**src/rtl/arbitro_memoria_datos_pkg.sv**
```systemverilog
// arbitro_memoria_datos_pkg: FSM encoding and memory read-latency modes shared by the arbiter and its bench
package arbitro_memoria_datos_pkg;
    localparam int LOW_LATENCY      = 1;
    localparam int HIGH_PERFORMANCE = 2;
    typedef enum logic [2:0] {
        IDLE     = 3'd0,
        RD_ISSUE = 3'd1,
        RD_WAIT  = 3'd2,
        SEND     = 3'd3,
        DONE     = 3'd4
    } estado_t;
endpackage

```
**src/rtl/arbitro_memoria_datos.sv**
```systemverilog
// arbitro_memoria_datos: shares the data memory port between the CPU (absolute priority) and a debug dump sequencer
module arbitro_memoria_datos
    import arbitro_memoria_datos_pkg::*;
#(
    parameter int RAM_WIDTH    = 16,
    parameter int RAM_DEPTH    = 1024,
    parameter int ADDR_WIDTH   = 11,
    parameter int READ_LATENCY = LOW_LATENCY
) (
    input  logic                  i_clk,
    input  logic                  i_reset,
    input  logic                  i_cpu_active,
    input  logic [ADDR_WIDTH-1:0] i_cpu_addr,
    input  logic [RAM_WIDTH-1:0]  i_cpu_data,
    input  logic                  i_cpu_wea,
    input  logic                  i_cpu_regcea,
    output logic [RAM_WIDTH-1:0]  o_cpu_data,
    input  logic                  i_dump_start,
    input  logic [ADDR_WIDTH-1:0] i_dump_len,
    output logic [ADDR_WIDTH-1:0] o_dump_addr,
    output logic [RAM_WIDTH-1:0]  o_dump_data,
    output logic                  o_dump_valid,
    input  logic                  i_dump_ready,
    output logic                  o_dump_busy,
    output logic                  o_dump_done,
    output logic                  o_dump_err,
    output logic [ADDR_WIDTH-1:0] o_mem_addr,
    output logic [RAM_WIDTH-1:0]  o_mem_data,
    output logic                  o_mem_wea,
    output logic                  o_mem_regcea,
    input  logic [RAM_WIDTH-1:0]  i_mem_data
);
    localparam logic [ADDR_WIDTH-1:0] DEPTH = ADDR_WIDTH'(RAM_DEPTH);
    estado_t               estado;
    logic [ADDR_WIDTH-1:0] addr_cnt, len, len_lim;
    logic [1:0]            espera;
    logic                  leyendo;
    always_comb begin
        leyendo      = estado == RD_ISSUE || estado == RD_WAIT;
        len_lim      = i_dump_len > DEPTH ? DEPTH : i_dump_len;
        o_cpu_data   = i_mem_data;
        o_mem_addr   = i_cpu_active ? i_cpu_addr : (leyendo ? addr_cnt : '0);
        o_mem_data   = i_cpu_active ? i_cpu_data : '0;
        o_mem_wea    = i_cpu_active & i_cpu_wea;
        o_mem_regcea = i_cpu_active ? i_cpu_regcea : leyendo;
    end
    always_ff @(posedge i_clk or negedge i_reset) begin
        if (!i_reset) begin
            estado       <= IDLE;
            addr_cnt     <= '0;
            len          <= '0;
            espera       <= '0;
            o_dump_addr  <= '0;
            o_dump_data  <= '0;
            o_dump_valid <= 1'b0;
            o_dump_busy  <= 1'b0;
            o_dump_done  <= 1'b0;
            o_dump_err   <= 1'b0;
        end else begin
            o_dump_done <= 1'b0;
            o_dump_err  <= 1'b0;
            // CPU reclaiming the memory mid-dump aborts it without a done pulse
            if (i_cpu_active && estado != IDLE) begin
                estado       <= IDLE;
                o_dump_valid <= 1'b0;
                o_dump_busy  <= 1'b0;
                o_dump_err   <= 1'b1;
            end else begin
                case (estado)
                    IDLE: if (i_dump_start && !i_cpu_active) begin
                        len         <= len_lim;
                        addr_cnt    <= '0;
                        o_dump_busy <= len_lim != '0;
                        o_dump_done <= len_lim == '0;
                        estado      <= len_lim == '0 ? DONE : RD_ISSUE;
                    end
                    RD_ISSUE: begin
                        espera <= 2'(READ_LATENCY - 1);
                        estado <= RD_WAIT;
                    end
                    RD_WAIT: if (espera == 2'd0) begin
                        o_dump_data  <= i_mem_data;
                        o_dump_addr  <= addr_cnt;
                        o_dump_valid <= 1'b1;
                        estado       <= SEND;
                    end else begin
                        espera <= espera - 2'd1;
                    end
                    SEND: if (i_dump_ready) begin
                        o_dump_valid <= 1'b0;
                        addr_cnt     <= addr_cnt + 1'b1;
                        if (ADDR_WIDTH'(addr_cnt + 1'b1) == len) begin
                            estado      <= DONE;
                            o_dump_done <= 1'b1;
                            o_dump_busy <= 1'b0;
                        end else begin
                            estado <= RD_ISSUE;
                        end
                    end
                    DONE:    estado <= IDLE;
                    default: estado <= IDLE;
                endcase
            end
        end
    end
endmodule
```
**config.mk**
```make
export PLATFORM = sky130hd
export DESIGN_NAME = arbitro_memoria_datos
export DESIGN_NICKNAME = d
export VERILOG_FILES = /design/src/rtl/arbitro_memoria_datos_pkg.sv /design/src/rtl/arbitro_memoria_datos.sv
export SDC_FILE = /design/constraint.sdc
export NUM_CORES = 1
export LEC_CHECK = 0
export CORE_MARGIN = 4
export CORE_UTILIZATION = 40
export CTS_BUF_LIST = sky130_fd_sc_hd__clkbuf_2 sky130_fd_sc_hd__clkbuf_4 sky130_fd_sc_hd__clkbuf_8
export DETAILED_ROUTE_END_ITERATION = 6
export PLACE_DENSITY = 0.89
export SETUP_SLACK_MARGIN = 0.15
export SLEW_MARGIN = 15
export SYNTH_ARGS = -nofsm -noshare
export SYNTH_HDL_FRONTEND = slang
export SYNTH_SLANG_ARGS = --single-unit
```
**constraint.sdc**
```tcl
create_clock -name i_clk -period 2.03 [get_ports i_clk]
set_input_delay 0.406 -clock i_clk [delete_from_list [all_inputs] [get_ports i_clk]]
set_output_delay 0.406 -clock i_clk [all_outputs]
set_load 0.05 [all_outputs]
```
==> metrics, run 1 <==
Crit Reg-Reg Endpoint=estado[2]; Synth async-reset ratio=100.0%; First DRT Iteration DRCs=303; HP Class=primary input to asynchronous set/reset pin; status=finished with violations; Sequential Area=1459 um^2; Fillers=507; starting density of the core=40.80%; critical path class=register to register; Clock Tree Buf Depth=2; post-detailed-routing wire length=11.02 mm; area growth from synthesis to layout=77.57%; static leakage=2.672 nW; largest net degree at the start of global routing=59; first-pass GRT wire length=15.97 mm; Worst setup SP type=register; number of port buffers=136; clk_skew=0.01038 ns; Critical Path Start=addr_cnt[6]; worst slack at placement=-0.1494 ns; Reg2Reg Setup Slack=-0.12 ns; min Tclk post-route=2.152 ns; number of synthesized flops with an enable pin=0; Avg Cell Area, Syn=9.869 um^2; drt via density=5.562; core area=8175 um^2; clk slew on worst S/H paths=0.06 ns; CTS Sinks=58; VDD IR max=0.0004458 V; Reg-to-Reg Start=addr_cnt[6]; Final WS setup=-0.1215 ns; fin. max-slew vios=0; n_diodes=0; GRT Util Overall=20.31%; post-route clock period utilization=106.0%; largest cells by area after synthesis=dfrtp_1 (44%), mux2_2 (8.8%), a22o_1 (4.2%); Int Pwr=3.454 mW; clock power share=20.1%; H-tree depth=3; die area=9864 um^2; Setup-failing EPs final=10; TritonRoute pass-1 iters=5; crit path max fanout=5; unique cell type count in the Yosys netlist=52; DP Cell Count=579; most frequent cells in the layout=clkdlybuf4s50_1 (58), dfrtp_1 (52), buf_12 (49); top cell type's share of synthesized area=43.51%; CP Capture Type=register; relative slew slack=65.47%; nets@finish=558; CTS Hold Buffers Added=0; Max-Cap Viols=0; Detail Route Antenna Nets=0; RSZ-0062 raised after global routing=yes; I/O pins=137; final cell count without fillers=605; via count=3,365; Peak Freq=0.4648 GHz; die width=99.32 um; Worst-Skew Late Latency=0.35 ns; Mapped Cells=338; r2r worst-path depth=6; DRC Markers=0; Power Density=1012 nW/um^2; violated checks=setup timing; proportion of layout cells with a drive suffix above 1=35.40%; TritonCTS clock tree=done; vias in the first global route=3,185; Top FF cell, synth=dfrtp_1; combinational share of power=51.5%; Netlist Area Pre-Place=3336 um^2; net count after synthesis=401; Die Ht=99.32 um; Synth area leader=dfrtp_1; placer congestion estimate=0.8276; post-DR wirelength/cell=18.22 um; Tightest Pin Transition=0.5200 ns; most common cell after layout, fill and taps aside=clkdlybuf4s50_1; synth warn=0; std cell rows=33; DP HPWL=7.264 mm; Sw Ratio=42.40%; Arr. time, crit path=2.37 ns; Seq/Total Area, Yosys=43.51%; TritonCTS buffer count=9; flops & latches, synth=58; initial antenna violation count=0; sw power=2.542 mW; grt ovf=0; Setup crit end=estado[2]; Multi-input gate area=1844 um^2; sequential share of power=28.4%; Final Hold Vio Count=0; WP data required=2.25 ns; Root Driver=clkbuf_8
-- cell usage after synthesis (all sizes together), types with 4 or more instances --
cell type / number
nor3: 6
xor2: 4
inv: 8
o211ai: 4
nor2: 17
nand3: 7
nand2: 29
nor4: 6
nor2b: 5
and2: 17
a21o: 4
o31ai: 7
o21ai: 26
a22o: 16
buf: 25
o41ai: 4
xnor2: 8
mux2: 27
clkbuf: 14
dfrtp: 58
nand2b: 7
-- kinds of logic after synthesis --
family                     synth area share [%]
AOI/OAI and AO/OA                         17.22
xor gates and xnor gates                  3.151
adders and majority gates                0.7501
buffers and inverters                     7.464
DFF                                       43.51
muxes                                     9.415
and+or+nand+nor                           18.49
-- worst min-delay path by stage --
stage                       start          end
after floorplan           i_reset  addr_cnt[0]
after global placement    i_reset    espera[0]
after detailed placement  i_reset    espera[0]
after CTS                 i_reset    espera[0]
after global routing      i_reset  o_dump_done
final                     i_reset  o_dump_done
-- worst max-delay path, stage by stage, from the launching register on --
cell	delay, ns
dfrtp_1	0.46
nand4_1	0.25
or2_2	0.39
a21o_1	0.21
a31oi_2	0.45
o31ai_2	0.13
nor2b_1	0.15
-- stage by stage --
stage               setup TNS (ns)  util, %  hold WS (ns)  cell area [um^2]  power (mW)
CTS                        -0.8390    70.29       0.06394              5747       5.812
detailed placement          -4.201    66.76        0.4315              5458       4.625
global route                -1.149    72.45       0.08116              5923       6.238
global placement            -1.030    66.76        0.4275              5458       4.519
floorplan                        0        -        0.1104              3415       3.492
finish                     -0.5680    72.45       0.05900              5923       5.995
-- area by class of cell --
cell class	count	area share (%)
Inverter	8	0.5070
Tap cell	105	2.218
Multi-Input combinational cell	233	31.14
Clock buffer	11	2.450
Clock inverter	5	1.310
Sequential cell	58	24.63
Timing Repair Buffer	185	37.75
-- metal layers --
layer / wire length, um / share of wire, % / GRT usage [%] / vias to the layer above
met5: 0 / 0 / 0 / -
li1: - / - / - / 1518
met4: 416 / 3.8 / 9.874 / 0
met2: 5596 / 51 / 35.64 / 221
met3: 1001 / 9.1 / 3.857 / 48
met1: 4008 / 36 / 23.74 / 1578
-- sequential cells by signal, summed over array words and instances, names as in the netlist --
| register | flops |
|---|---|
| estado | 3 |
| len | 11 |
| o_dump_done | 1 |
| espera | 2 |
| o_dump_valid | 1 |
| o_dump_data | 16 |
| o_dump_busy | 1 |
| o_dump_err | 1 |
| addr_cnt | 11 |
| o_dump_addr | 11 |
-- timing repair --
action                     4_1_cts  5_1_grt
buffers inserted                 4        4
hold endpoints to repair         0        0
gates resized for setup         40       23
pin swaps                        2        6
setup endpoints to repair       63       34
cloned                           1        1
-- power groups by stage --
| stage | Clock (mW) | Combinational, mW | Sequential (mW) |
|---|---|---|---|
| after floorplan | 0 | 1.16 | 2.33 |
| after global placement | 0 | 2.84 | 1.68 |
| after detailed placement | 0 | 2.92 | 1.70 |
| after CTS | 1.21 | 2.92 | 1.68 |
| after global routing | 1.26 | 3.24 | 1.74 |
| final | 1.20 | 3.09 | 1.70 |
(Power assumes the default switching activity.)
==> run 2: changes to the inputs <==
Settings changed: CORE_UTILIZATION 40 to 39, HOLD_SLACK_MARGIN set to 0.05, MAX_ROUTING_LAYER set to met4, PLACE_DENSITY 0.89 to 0.88.
==> run 2 against run 1 <==
  * The run still ends with setup timing left
  * Largest power group unchanged
  * Power about the same
  * Largest cell class unchanged
  * Clock skew decreased by 0.0020 ns
  * Combinational power increased by 2%
  * First-iteration DRC count decreased by 1.3%
  * Critical endpoint unchanged
  * Final area increased by 1.1%
  * Sequential power about the same
==> metrics, run 2 (same netlist as run 1, synthesis figures left out) <==
largest net degree at the start of global routing=59 (unchanged); area growth from synthesis to layout=79.44%; CP Capture Type=register; Detail Route Antenna Nets=0 (unchanged); Slowest-stage cell, CP=or4_1; std cell rows=33 (unchanged); TritonCTS buffer count=9 (unchanged); Peak Freq=0.4695 GHz (+1.0%); static leakage=2.714 nW (+1.6%); Arr. time, crit path=2.40 ns (+0.03 ns); DRC Markers=0 (unchanged); number of port buffers=136 (unchanged); Final Hold Vio Count=0 (unchanged); Largest register FFs=16 (unchanged); nets@finish=561 (+0.54%); setup TNS=-0.4611 ns (+0.1068 ns); RSZ-0062 raised after global routing=yes; first-pass GRT wire length=16.91 mm (+5.8%); DP HPWL=7.777 mm (+7.1%); GRT Util Overall=22.06% (+1.8 points); post-route clock period utilization=104.9% (-1.1 points); TritonCTS clock tree=done; H-tree depth=3 (unchanged); post-detailed-routing wire length=11.93 mm (+8.3%); initial antenna violation count=0 (unchanged); starting density of the core=40.39% (-0.41 points); Worst-Skew Late Latency=0.35 ns (about the same); status=finished with violations; Root Driver=clkbuf_8; most frequent cells in the layout=clkdlybuf4s50_1 (58), dfrtp_1 (51), buf_12 (50); VDD IR max=0.0003916 V (-12%); vias in the first global route=3,355 (+5.3%); core area=8258 um^2 (+1.0%); Worst setup SP type=register; via count=3,452 (+2.6%); violated checks=setup timing; relative slew slack=64.59% (-0.89 points); Max-Cap Viols=0 (unchanged); critical path class=register to register; fin. max-slew vios=0 (unchanged); post-layout util=72.48% (about the same); die area=10,100 um^2 (+2.3%); delay-heaviest family, CP=simple AND/OR/NAND/NOR gates; HP Class=primary input to asynchronous set/reset pin; placer congestion estimate=0.8356 (+0.97%); TritonRoute pass-1 iters=5 (unchanged); Tightest Pin Transition=0.5333 ns (+0.01333 ns); Final WS setup=-0.09970 ns (+0.02184 ns); clk slew on worst S/H paths=0.07 ns (about the same); Die Ht=100.5 um (+1.2%); grt ovf=0 (unchanged); Power Density=1001 nW/um^2 (-1.1%); proportion of layout cells with a drive suffix above 1=37.45% (+2.1 points); CTS Hold Buffers Added=0 (unchanged); Setup-failing EPs final=14 (+4); die width=100.5 um (+1.2%); largest stage delay on the critical path=0.59 ns (+0.13 ns); Largest Register=o_dump_data; I/O pins=137 (unchanged); most common cell after layout, fill and taps aside=clkdlybuf4s50_1; clk_skew=0.008393 ns (-0.001990 ns); total power=5.990 mW (about the same); CTS Sinks=58 (unchanged); critical path cell sequence=nand4_1, or4_1, o211ai_1, a31oi_4, o31ai_1, nor2b_2; crit path max fanout=7 (+2); WP data required=2.30 ns (+0.05 ns); First DRT Iteration DRCs=299 (-1.3%); n_diodes=0 (unchanged); Clock Tree Buf Depth=2 (unchanged); min Tclk post-route=2.130 ns (-0.02184 ns); post-DR wirelength/cell=19.66 um (+7.9%); WP buf/inv=0 (unchanged); drt via density=5.687 (+2.2%)
run 2: repair_timing:
| item | 4_1_cts | 5_1_grt |
|---|---|---|
| gates cloned | 2 | 1 |
| setup buffers | 4 | 5 |
| endpoints found under the hold margin | 0 | 0 |
| setup endpoints to repair | 61 | 36 |
| pin swaps | 4 | 4 |
| gates resized for setup | 45 | 27 |
run 2: final timing paths:
kind | startpoint | to | slack, ns | cells after the start
worst max-delay path | addr_cnt[3] | estado[2] | -0.1 | 6
worst min-delay path | i_reset | espera[1] | 0.04 | 2
worst max register to register | addr_cnt[3] | estado[2] | -0.1 | 6
worst min register to register | o_dump_valid | o_dump_valid | 0.49 | 1
max in group asynchronous | i_reset | addr_cnt[1] | 1.68 | 2
min in group i_clk | o_dump_valid | o_dump_valid | 0.49 | 1
run 2: cell type report:
| cell class | count | area (um^2) |
|---|---|---|
| Timing Repair Buffer | 188 | 2300 |
| Multi-Input combinational cell | 233 | 1858 |
| Tap cell | 105 | 131.4 |
| Inverter | 8 | 30.03 |
| Sequential cell | 58 | 1460 |
| Fill cell | 503 | 2272 |
| Clock inverter | 6 | 82.58 |
| Clock buffer | 9 | 123.9 |
run 2: routing by layer:
| layer | GRT usage (%) | up-vias | wire length, um |
|---|---|---|---|
| li1 | - | 1513 | - |
| met1 | 23.59 | 1645 | 4147 |
| met2 | 38.74 | 230 | 6164 |
| met3 | 3.945 | 64 | 992 |
| met4 | 11.71 | 0 | 627 |
| met5 | - | - | 0 |
run 2: power by group:
group | internal, mW | total [mW] | leakage [nW] | switching [mW]
combinational | 1.28 | 3.14 | 1.86 | 1.86
sequential | 1.47 | 1.70 | 0.751 | 0.227
clock | 0.677 | 1.15 | 0.105 | 0.474
run 2: stage by stage:
stage | hold WS (ns) | std cells | setup WS (ns) | instance area (um^2)
after floorplan | 0.1104 | 338 | 0.05599 | 3415
after global placement | 0.4302 | 580 | -0.1145 | 5490
after detailed placement | 0.4303 | 580 | -0.1582 | 5490
after CTS | 0.06097 | 601 | -0.04618 | 5834
after global routing | 0.06637 | 607 | -0.1383 | 5986
final | 0.04186 | 607 | -0.09970 | 5986
